File: src/rtl/store_aligner.sv
// store_aligner
//   Write-side aligner for the MEM stage. Byte/half/word stores with a byte
//   address are turned into word-aligned write beats with byte strobes. A
//   DEPTH-entry queue decouples the pipeline from memory backpressure, and a
//   store that crosses a word boundary leaves as two adjacent beats.
//
// Ports
//   CLK, RSTN              clock, asynchronous active-low reset
//   ST_VALID / ST_READY    store handshake (ST_READY = queue not full)
//   ST_ADDR, ST_DATA       byte address, right-justified store data
//   ST_FUNCT3              000=SB, 001=SH, 010=SW, anything else is illegal
//   MEM_VALID / MEM_READY  write beat handshake
//   MEM_ADDR               word address of the beat ([1:0] always 00)
//   MEM_WDATA, MEM_WSTRB   lane-positioned data and byte strobes
//   BUSY                   queue non-empty or beat on the memory port
//   ERR                    one-cycle pulse after an accepted illegal funct3
//
// Issue FSM
//   state | meaning
//   IDLE  | no beat presented, MEM_* held at zero
//   B0    | presenting beat0 of the queue head
//   B1    | presenting beat1 of a split queue head
module store_aligner #(
    parameter int DEPTH = 4
) (
    input  logic        CLK,
    input  logic        RSTN,
    input  logic        ST_VALID,
    output logic        ST_READY,
    input  logic [31:0] ST_ADDR,
    input  logic [31:0] ST_DATA,
    input  logic [2:0]  ST_FUNCT3,
    output logic        MEM_VALID,
    input  logic        MEM_READY,
    output logic [31:0] MEM_ADDR,
    output logic [31:0] MEM_WDATA,
    output logic [3:0]  MEM_WSTRB,
    output logic        BUSY,
    output logic        ERR
);

    localparam int AW = $clog2(DEPTH);
    localparam int CW = AW + 1;

    typedef enum logic [1:0] {
        S_IDLE = 2'd0,
        S_B0   = 2'd1,
        S_B1   = 2'd2
    } state_t;

    // Queue storage: word address of beat0 plus the full 8-lane view of the
    // store, so beat1 is simply the upper half.
    logic [29:0] q_word [DEPTH];
    logic [63:0] q_data [DEPTH];
    logic [7:0]  q_strb [DEPTH];

    logic [AW-1:0] wr_ptr;
    logic [AW-1:0] rd_ptr;
    logic [AW-1:0] rd_ptr_nx1;
    logic [CW-1:0] count;
    logic          full;

    logic          legal;
    logic [3:0]    mask4;
    logic [31:0]   data_m;
    logic [1:0]    off;
    logic [7:0]    wstrb8;
    logic [63:0]   wdata64;
    logic          accept;
    logic          push;
    logic          pop;
    logic          advance;

    state_t        state;
    state_t        state_nx;
    logic          mem_valid_q;
    logic [31:0]   mem_addr_q;
    logic [31:0]   mem_wdata_q;
    logic [3:0]    mem_wstrb_q;
    logic          valid_nx;
    logic [31:0]   addr_nx;
    logic [31:0]   wdata_nx;
    logic [3:0]    wstrb_nx;
    logic          err_q;

    logic          head_has_b1;

    // ------------------------------------------------------------------
    // Enqueue side
    // ------------------------------------------------------------------
    assign full     = (count == CW'(DEPTH));
    assign ST_READY = !full;
    assign accept   = ST_VALID && ST_READY;
    assign off      = ST_ADDR[1:0];

    always_comb begin
        legal  = 1'b1;
        mask4  = 4'b0000;
        data_m = 32'h0;
        case (ST_FUNCT3)
            3'b000: begin
                mask4  = 4'b0001;
                data_m = {24'h0, ST_DATA[7:0]};
            end
            3'b001: begin
                mask4  = 4'b0011;
                data_m = {16'h0, ST_DATA[15:0]};
            end
            3'b010: begin
                mask4  = 4'b1111;
                data_m = ST_DATA;
            end
            default: legal = 1'b0;
        endcase
    end

    // Unused byte lanes are zeroed so the upper half of wdata64 carries only
    // the bytes that spill into the next word.
    assign wstrb8  = {4'b0000, mask4} << off;
    assign wdata64 = {32'h0, data_m} << {off, 3'b000};
    assign push    = accept && legal;

    always_ff @(posedge CLK) begin
        if (push) begin
            q_word[wr_ptr] <= ST_ADDR[31:2];
            q_data[wr_ptr] <= wdata64;
            q_strb[wr_ptr] <= wstrb8;
        end
    end

    assign rd_ptr_nx1  = rd_ptr + 1'b1;
    assign head_has_b1 = (q_strb[rd_ptr][7:4] != 4'b0000);

    always_ff @(posedge CLK or negedge RSTN) begin
        if (!RSTN) begin
            wr_ptr <= '0;
            rd_ptr <= '0;
            count  <= '0;
            err_q  <= 1'b0;
        end else begin
            if (push) begin
                wr_ptr <= wr_ptr + 1'b1;
            end
            if (pop) begin
                rd_ptr <= rd_ptr_nx1;
            end
            count <= count + CW'(push) - CW'(pop);
            err_q <= accept && !legal;
        end
    end

    // ------------------------------------------------------------------
    // Issue FSM
    // ------------------------------------------------------------------
    always_ff @(posedge CLK or negedge RSTN) begin
        if (!RSTN) begin
            state       <= S_IDLE;
            mem_valid_q <= 1'b0;
            mem_addr_q  <= 32'h0;
            mem_wdata_q <= 32'h0;
            mem_wstrb_q <= 4'b0000;
        end else begin
            state       <= state_nx;
            mem_valid_q <= valid_nx;
            mem_addr_q  <= addr_nx;
            mem_wdata_q <= wdata_nx;
            mem_wstrb_q <= wstrb_nx;
        end
    end

    always_comb begin
        state_nx = state;
        valid_nx = mem_valid_q;
        addr_nx  = mem_addr_q;
        wdata_nx = mem_wdata_q;
        wstrb_nx = mem_wstrb_q;
        advance  = 1'b0;
        pop      = 1'b0;

        case (state)
            S_IDLE: begin
                if (count != '0) begin
                    state_nx = S_B0;
                    valid_nx = 1'b1;
                    addr_nx  = {q_word[rd_ptr], 2'b00};
                    wdata_nx = q_data[rd_ptr][31:0];
                    wstrb_nx = q_strb[rd_ptr][3:0];
                end
            end
            S_B0: begin
                if (MEM_READY) begin
                    if (head_has_b1) begin
                        state_nx = S_B1;
                        addr_nx  = {q_word[rd_ptr] + 30'd1, 2'b00};
                        wdata_nx = q_data[rd_ptr][63:32];
                        wstrb_nx = q_strb[rd_ptr][7:4];
                    end else begin
                        advance = 1'b1;
                    end
                end
            end
            S_B1: begin
                if (MEM_READY) begin
                    advance = 1'b1;
                end
            end
            default: begin
                state_nx = S_IDLE;
                valid_nx = 1'b0;
                addr_nx  = 32'h0;
                wdata_nx = 32'h0;
                wstrb_nx = 4'b0000;
            end
        endcase

        // Head retires; the next entry is read straight from the queue so
        // consecutive entries go out without a bubble.
        if (advance) begin
            pop = 1'b1;
            if (count > CW'(1)) begin
                state_nx = S_B0;
                valid_nx = 1'b1;
                addr_nx  = {q_word[rd_ptr_nx1], 2'b00};
                wdata_nx = q_data[rd_ptr_nx1][31:0];
                wstrb_nx = q_strb[rd_ptr_nx1][3:0];
            end else begin
                state_nx = S_IDLE;
                valid_nx = 1'b0;
                addr_nx  = 32'h0;
                wdata_nx = 32'h0;
                wstrb_nx = 4'b0000;
            end
        end
    end

    assign MEM_VALID = mem_valid_q;
    assign MEM_ADDR  = mem_addr_q;
    assign MEM_WDATA = mem_wdata_q;
    assign MEM_WSTRB = mem_wstrb_q;
    assign BUSY      = (count != '0) || mem_valid_q;
    assign ERR       = err_q;

endmodule
File: config.mk
export PLATFORM = sky130hd
export DESIGN_NAME = store_aligner
export DESIGN_NICKNAME = d
export VERILOG_FILES = /design/src/rtl/store_aligner.sv
export SDC_FILE = /design/constraint.sdc
export NUM_CORES = 1
export LEC_CHECK = 0
export CAP_MARGIN = 15
export CORE_ASPECT_RATIO = 1.5
export CORE_UTILIZATION = 50
export DETAILED_ROUTE_END_ITERATION = 12
export PLACE_DENSITY = 0.75
export SLEW_MARGIN = 10
export SYNTH_ARGS = -nofsm -noshare
export SYNTH_HDL_FRONTEND = slang
export SYNTH_SLANG_ARGS = --single-unit
File: constraint.sdc
create_clock -name CLK -period 3.5 [get_ports CLK]
set_input_delay 0.7 -clock CLK [delete_from_list [all_inputs] [get_ports CLK]]
set_output_delay 0.7 -clock CLK [all_outputs]
set_load 0.02 [all_outputs]
### After elaboration in Yosys (flattened, before gate mapping)

Memory sizes are Yosys's and may differ from the RTL's.
Index checks and enable logic that the tools add are counted.

| storage, ports and cells | value |
|---|---|
| memories | 3 |
| bits of input ports | 71 |
| logic and storage cells | 82 |
| bits in writable memories | 408 |
| register bits | 79 |

| cells by class | value |
|---|---|
| mux-type cells | 38 |
| equality and inequality tests | 10 |
| magnitude comparators | 1 |
| add/sub/neg operators | 5 |
| shift operators | 2 |
| reduce and logical (&&, ||, !) cells | 14 |

Memories:

| memory | depth | width | read ports | clocked after Yosys merged registers in | write ports | RTL line | text |
|---|---|---|---|---|---|---|---|
| q_data | 4 | 64 | 2 | 0 | 1 | 54 | `logic [63:0] q_data [DEPTH];` |
| q_word | 4 | 30 | 2 | 0 | 1 | 53 | `logic [29:0] q_word [DEPTH];` |
| q_strb | 4 | 8 | 2 | 0 | 1 | 55 | `logic [7:0] q_strb [DEPTH];` |

Operators by type and width:

| operator | number |
|---|---|
| 32-bit two-way mux | 10 |
| 32-bit one-hot mux with 3 select lines | 3 |
| 32-bit by 5-bit << shifter with 64-bit output | 1 |
| 30-bit by 1-bit adder with 30-bit output, second input constant | 1 |
| 4-bit one-hot mux with 3 select lines | 2 |
| 4-bit two-way mux | 5 |
| 1-bit two-way mux | 11 |
| 3-bit inequality test, second input constant | 3 |
| 2-bit two-way mux | 4 |
| 4-bit by 2-bit << shifter with 8-bit output | 1 |
| 2-bit one-hot mux with 3 select lines | 1 |
| 2-bit by 1-bit adder with 2-bit output, second input constant | 2 |
| 1-bit one-hot mux with 2 select lines | 2 |
| 4-bit AND reduction | 1 |
| 4-bit nonzero test | 1 |
| 3-bit by 1-bit adder with 3-bit output | 1 |
| 3-bit by 1-bit == test with 1-bit output, second input constant | 1 |
| 3-bit by 2-bit == test with 1-bit output, second input constant | 1 |
| 3-bit == test, second input constant | 1 |
| 3-bit by 1-bit greater-than comparator with 1-bit output, second input constant | 1 |
| 1-bit logical AND | 3 |
| 3-bit zero test | 1 |
| 3-bit nonzero test | 1 |
| 3-bit OR reduction | 1 |
| 10 further kinds | 11 |

### Longest topological paths before layout

An unclocked memory read counts as a cell.

| depth | value |
|---|---|
| word-level depth | 7 |
| depth in mapped cells | 12 |

### Worst setup path before layout

OpenSTA, ideal clock, no wires.

| path | value |
|---|---|
| kind | in2reg |
| start | input ST_FUNCT3[0] |
| end | memory q_data[0][0] (enable) |
| slack | -0.563 ns |
| arrival time | 3.601 ns |
| stages on the path | 4 |
| path through | clkbuf_1 -> a21o_1 -> nor2_1 -> and2_1 |

| on the way | value |
|---|---|
| cells in the longest elaborated chain, start to end | 6 |
| elaborated cells on any way between the ends | 8 |

Ends and longest elaborated chain:

| item | RTL line | text |
|---|---|---|
| start, declared | 32 | `input logic [2:0] ST_FUNCT3,` |
| 3-bit by 2-bit == test with 1-bit output (tied with other cells) | 100 | `case (ST_FUNCT3)` |
| 3-bit OR reduction (no source line) (*) | n/a |  |
| 1-bit two-way mux (*) | 100 |  |
| 1-bit logical AND (*) | 121 | `assign push = accept && legal;` |
| 1-bit two-way mux (*) | 124 | `if (push) begin` |
| 1-bit two-way mux (not written as such) (*) | 126 | `q_data[wr_ptr] <= wdata64;` |
| end, declared | 54 |  |

Mark *: on every way between the ends. The rest lies on a longest branch, timed or not.

### Worst setup path in the final report

| path | value |
|---|---|
| start | register rd_ptr[1] |
| end | register mem_wdata_q[18] (netlist: MEM_WDATA[18]) |

| on the way | value |
|---|---|
| cells in the longest elaborated chain, start to end | 7 |
| elaborated cells on any way between the ends | 18 |

Ends and longest elaborated chain:

| item | RTL line | text |
|---|---|---|
| start, declared | 58 | `logic [AW-1:0] rd_ptr;` |
| start signal, assigned | 145 | `rd_ptr <= rd_ptr_nx1;` |
| memory read 4 x 8 bit | n/a |  |
| 4-bit nonzero test | 132 | `assign head_has_b1 = (q_strb[rd_ptr][7:4] != 4'b0000);` |
| 1-bit two-way mux | 192 | `if (head_has_b1) begin` |
| 1-bit two-way mux | 191 | `if (MEM_READY) begin` |
| 1-bit one-hot mux with 2 select lines | 180 | `case (state)` |
| 3-bit inequality test (no source line) / 2-bit inequality test (equally long branches) | n/a |  |
| 4-bit AND reduction (no source line) | n/a |  |
| end signal, assigned | 166 | `mem_wdata_q <= wdata_nx;` |
| end, declared | 78 | `logic [31:0] mem_wdata_q;` |

Several ways; a longest one is shown, not always the timed one. The select of a mux whose other input is x is not followed.
A chain may end at the register's enable or synchronous reset.

==> out/metrics.cfg <==
[outcome]
status = complete, no violations

[worst_hold_path]
hold_path_class = in2async

[worst_setup_path]
crit_path_end_kind = flip-flop
crit_top_cell = and2_4
cp-start-kind = flip-flop
slowest_delay_ns = 0.74
path_cells = mux4_2 > o41a_1 > and2_4 > nand3_2 > and2_4 > buf_12 > nor2_1 > a31oi_1
crit_path_max_fanout = 34
arrival_ns = 3.71
crit_type = reg2reg
crit_required_ns = 3.94
critPathBufInv = 1
path_delay_family = simple AND/OR/NAND/NOR gates
critPathSlowestCell = dfrtp_4

[global_route]
grt_start_max_net_pins = 53
antenna_found_initial = 1
grt_pass1_wl_mm = 79.2
grt.overflow.total = 0
gr-usage-all-layers_pct = 25.1
grt_pass1_vias = 13400

[detailed_routing]
drtIter0Drc = 1297
vias_per_cell = 6.41
post_drt_wl_per_cell_um = 25.8
drc_errors = 0
routed_wl_mm = 52.0
num_vias = 12900
drt_first_pass_iters = 6
ant_nets = 0

[floorplan]
initial_core_util_pct = 50.6
dieArea_um2 = 42300
rows = 91
die_h_um = 251
num_io_pins = 143
fp.dieW_um = 168
core_area_um2 = 41000

[sta]
fin_ws_ns = 0.229
fin_skew_ns = 0.0113
tns_ns = 0
rsz0062_at_grt = no
whs_ns = 0.252
slew_viol_final = 0
fin_crit_ns = 3.27
final-hold-violation-count = 0
fmax_mhz = 306
setup_violations = 0
period_share_pct = 93.4
slew_headroom_pct = 34.1
worst_pin_slew_ns = 0.988

[power]
power_density_nw_per_um2 = 831
irDropWorstVdd_uv = 470
finalPower_uw = 20300
p_leak_uw = 0.00838

[flow_run]
cap_violations = 0

[logic_synthesis]
async_flop_share_pct = 17.1
synth_edf_count = 372
ys_ff_latch = 449
synth_warnings = 0
yosys_most_used_dff = edfxtp_1
synth.avg_cell_area_um2 = 15.8
netlist_instances = 1309
syn_area_um2 = 20700
ys_types = 63
synth-seq-area-share_pct = 63.1

[clock_tree]
hold_buffers = 0
root_buffer = clkbuf_16
post_cts_buffers = 0
cts_max_level = 2
cts-resized-gates = 0
cts.sinks = 449
cts_made_buffers = 42
cts_tree = yes
clkTransAtPathRegs_ns = 0.06
clock_latency_ns = 0.55
cts_buffer_depth = 3

[final_layout]
syn_to_final_growth_pct = 18.0
diodes = 0
final.fill_count = 3051
drive_gt1_share_pct = 21.6
fin_nets = 1555

[placed_design]
port_buffers = 140
hpwlAfterDp_mm = 35.0
dp_worst_setup_slack_ns = 0.164
gp_congestion = 0.899

-- flip-flops by register name (all words and copies together) (netlist names) --
signal,flops
state,2
count,3
MEM_WDATA,32
rd_ptr,2
q_strb,28
MEM_ADDR,30
MEM_WSTRB,4
q_data,224
ERR,1
MEM_VALID,1
q_word,120
wr_ptr,2
-- power breakdown --
part	switching [µW]	internal, µW	total [µW]
logic	4590	3950	8540
registers	607	6640	7250
clock network	1900	2650	4550
total	7100	13200	20300
-- stage by stage --
stage                     util [%]  cells  area (µm²)
after CTS                     59.7   2017       24500
after global placement        56.4   1939       23100
final                         59.7   2017       24500
after floorplan                  -   1310       20800
after detailed placement      56.4   1939       23100
after global routing          59.7   2017       24500
-- per-layer routing --
layer | global-route usage [%] | wire length [µm] | up-vias
li1 | - | - | 5575
met1 | 30.1 | 18900 | 6600
met2 | 44.6 | 27500 | 620
met3 | 3.58 | 3410 | 132
met4 | 11.7 | 2230 | 2
met5 | 0 | 13 | -
-- final cells by class --
| cell class | count | area, µm² | share of cell area (%) |
|---|---|---|---|
| Multi-Input combinational cell | 746 | 7130 | 29.1 |
| Inverter | 18 | 67.6 | 0.276 |
| Timing Repair Buffer | 215 | 2160 | 8.84 |
| Clock inverter | 15 | 151 | 0.618 |
| Tap cell | 511 | 639 | 2.61 |
| Sequential cell | 449 | 13100 | 53.5 |
| Clock buffer | 63 | 1220 | 5.00 |
-- Yosys cell counts (all sizes together), types with 3 or more instances --
| cell | count | area (µm²) |
|---|---|---|
| and4 | 3 | 26.3 |
| a222oi | 3 | 30.0 |
| edfxtp | 372 | 11200 |
| dfrtp | 77 | 1930 |
| a22o | 13 | 114 |
| nand2b | 4 | 25.0 |
| a41oi | 10 | 110 |
| nand4 | 6 | 37.5 |
| nor3b | 3 | 32.5 |
| mux2i | 18 | 180 |
| nand3 | 33 | 170 |
| a211oi | 3 | 22.5 |
| nor4 | 5 | 46.3 |
| xnor2 | 12 | 105 |
| mux2 | 15 | 173 |
| buf | 49 | 308 |
| clkbuf | 48 | 180 |
| and3 | 4 | 25.0 |
| a31oi | 39 | 244 |
| nor4b | 3 | 32.5 |
| o21ai | 26 | 130 |
| ha | 11 | 138 |
| nor2b | 4 | 25.0 |
| a221oi | 12 | 105 |
| o31ai | 17 | 128 |
| a21oi | 22 | 110 |
| mux4 | 153 | 3450 |
| a22oi | 43 | 323 |
| and2 | 23 | 146 |
| inv | 18 | 67.6 |
| xor2 | 11 | 96.3 |
| nor3 | 21 | 110 |
| o21a | 5 | 37.5 |
| nor2 | 111 | 417 |
| nand2 | 94 | 353 |
-- layout by cell type (no fill, tap or decap), types with 4 or more instances in the layout --
| cell | instances |
|---|---|
| a21oi_1 | 22 |
| a221oi_1 | 12 |
| a22o_1 | 13 |
| a22oi_1 | 43 |
| a31oi_1 | 38 |
| a41oi_1 | 7 |
| and2_1 | 17 |
| and2_4 | 6 |
| and3_1 | 4 |
| buf_12 | 17 |
| buf_4 | 59 |
| clkbuf_1 | 15 |
| clkbuf_16 | 45 |
| clkdlybuf4s50_1 | 137 |
| clkinv_1 | 4 |
| clkinv_2 | 7 |
| dfrtp_1 | 75 |
| edfxtp_1 | 372 |
| ha_1 | 11 |
| inv_1 | 18 |
| mux2_2 | 14 |
| mux2i_1 | 18 |
| mux4_2 | 153 |
| nand2_1 | 94 |
| nand2b_1 | 4 |
| nand3_1 | 32 |
| nand4_1 | 6 |
| nor2_1 | 111 |
| nor2b_1 | 4 |
| nor3_1 | 20 |
| nor4_1 | 4 |
| o21a_1 | 5 |
| o21ai_0 | 18 |
| o21ai_1 | 8 |
| o31ai_1 | 17 |
| xnor2_1 | 12 |
| xor2_1 | 11 |
-- final timing paths --
path | startpoint | cells after the start | end | slack [ns]
worst max-delay path | rd_ptr[1] | 8 | MEM_WDATA[18] | 0.23
worst min-delay path | RSTN | 1 | MEM_ADDR[28] | 0.25
worst max register to register | rd_ptr[1] | 8 | MEM_WDATA[18] | 0.23
worst min register to register | MEM_ADDR[12] | 2 | MEM_ADDR[12] | 0.49
max in group asynchronous | RSTN | 2 | MEM_WDATA[5] | 2.60
min in group CLK | MEM_ADDR[12] | 2 | MEM_ADDR[12] | 0.49
-- worst reg2reg max path: stages, from the launching register on --
cell     delay, ns
dfrtp_4       0.74
mux4_2        0.46
o41a_1        0.55
and2_4        0.30
nand3_2       0.14
and2_4        0.40
buf_12        0.28
nor2_1        0.09
a31oi_1       0.20
-- kinds of logic after synthesis --
family | after synthesis | synth area share (%)
DFF | 449 | 63.1
and+or+nand+nor | 320 | 7.19
AOI/OAI and AO/OA | 203 | 6.93
muxes | 186 | 18.3
buffers and inverters | 115 | 2.68
xor gates and xnor gates | 23 | 0.971
adders and majority gates | 12 | 0.760
other | 1 | 0.0181
Note: power is estimated with default switching activity, not from simulation.
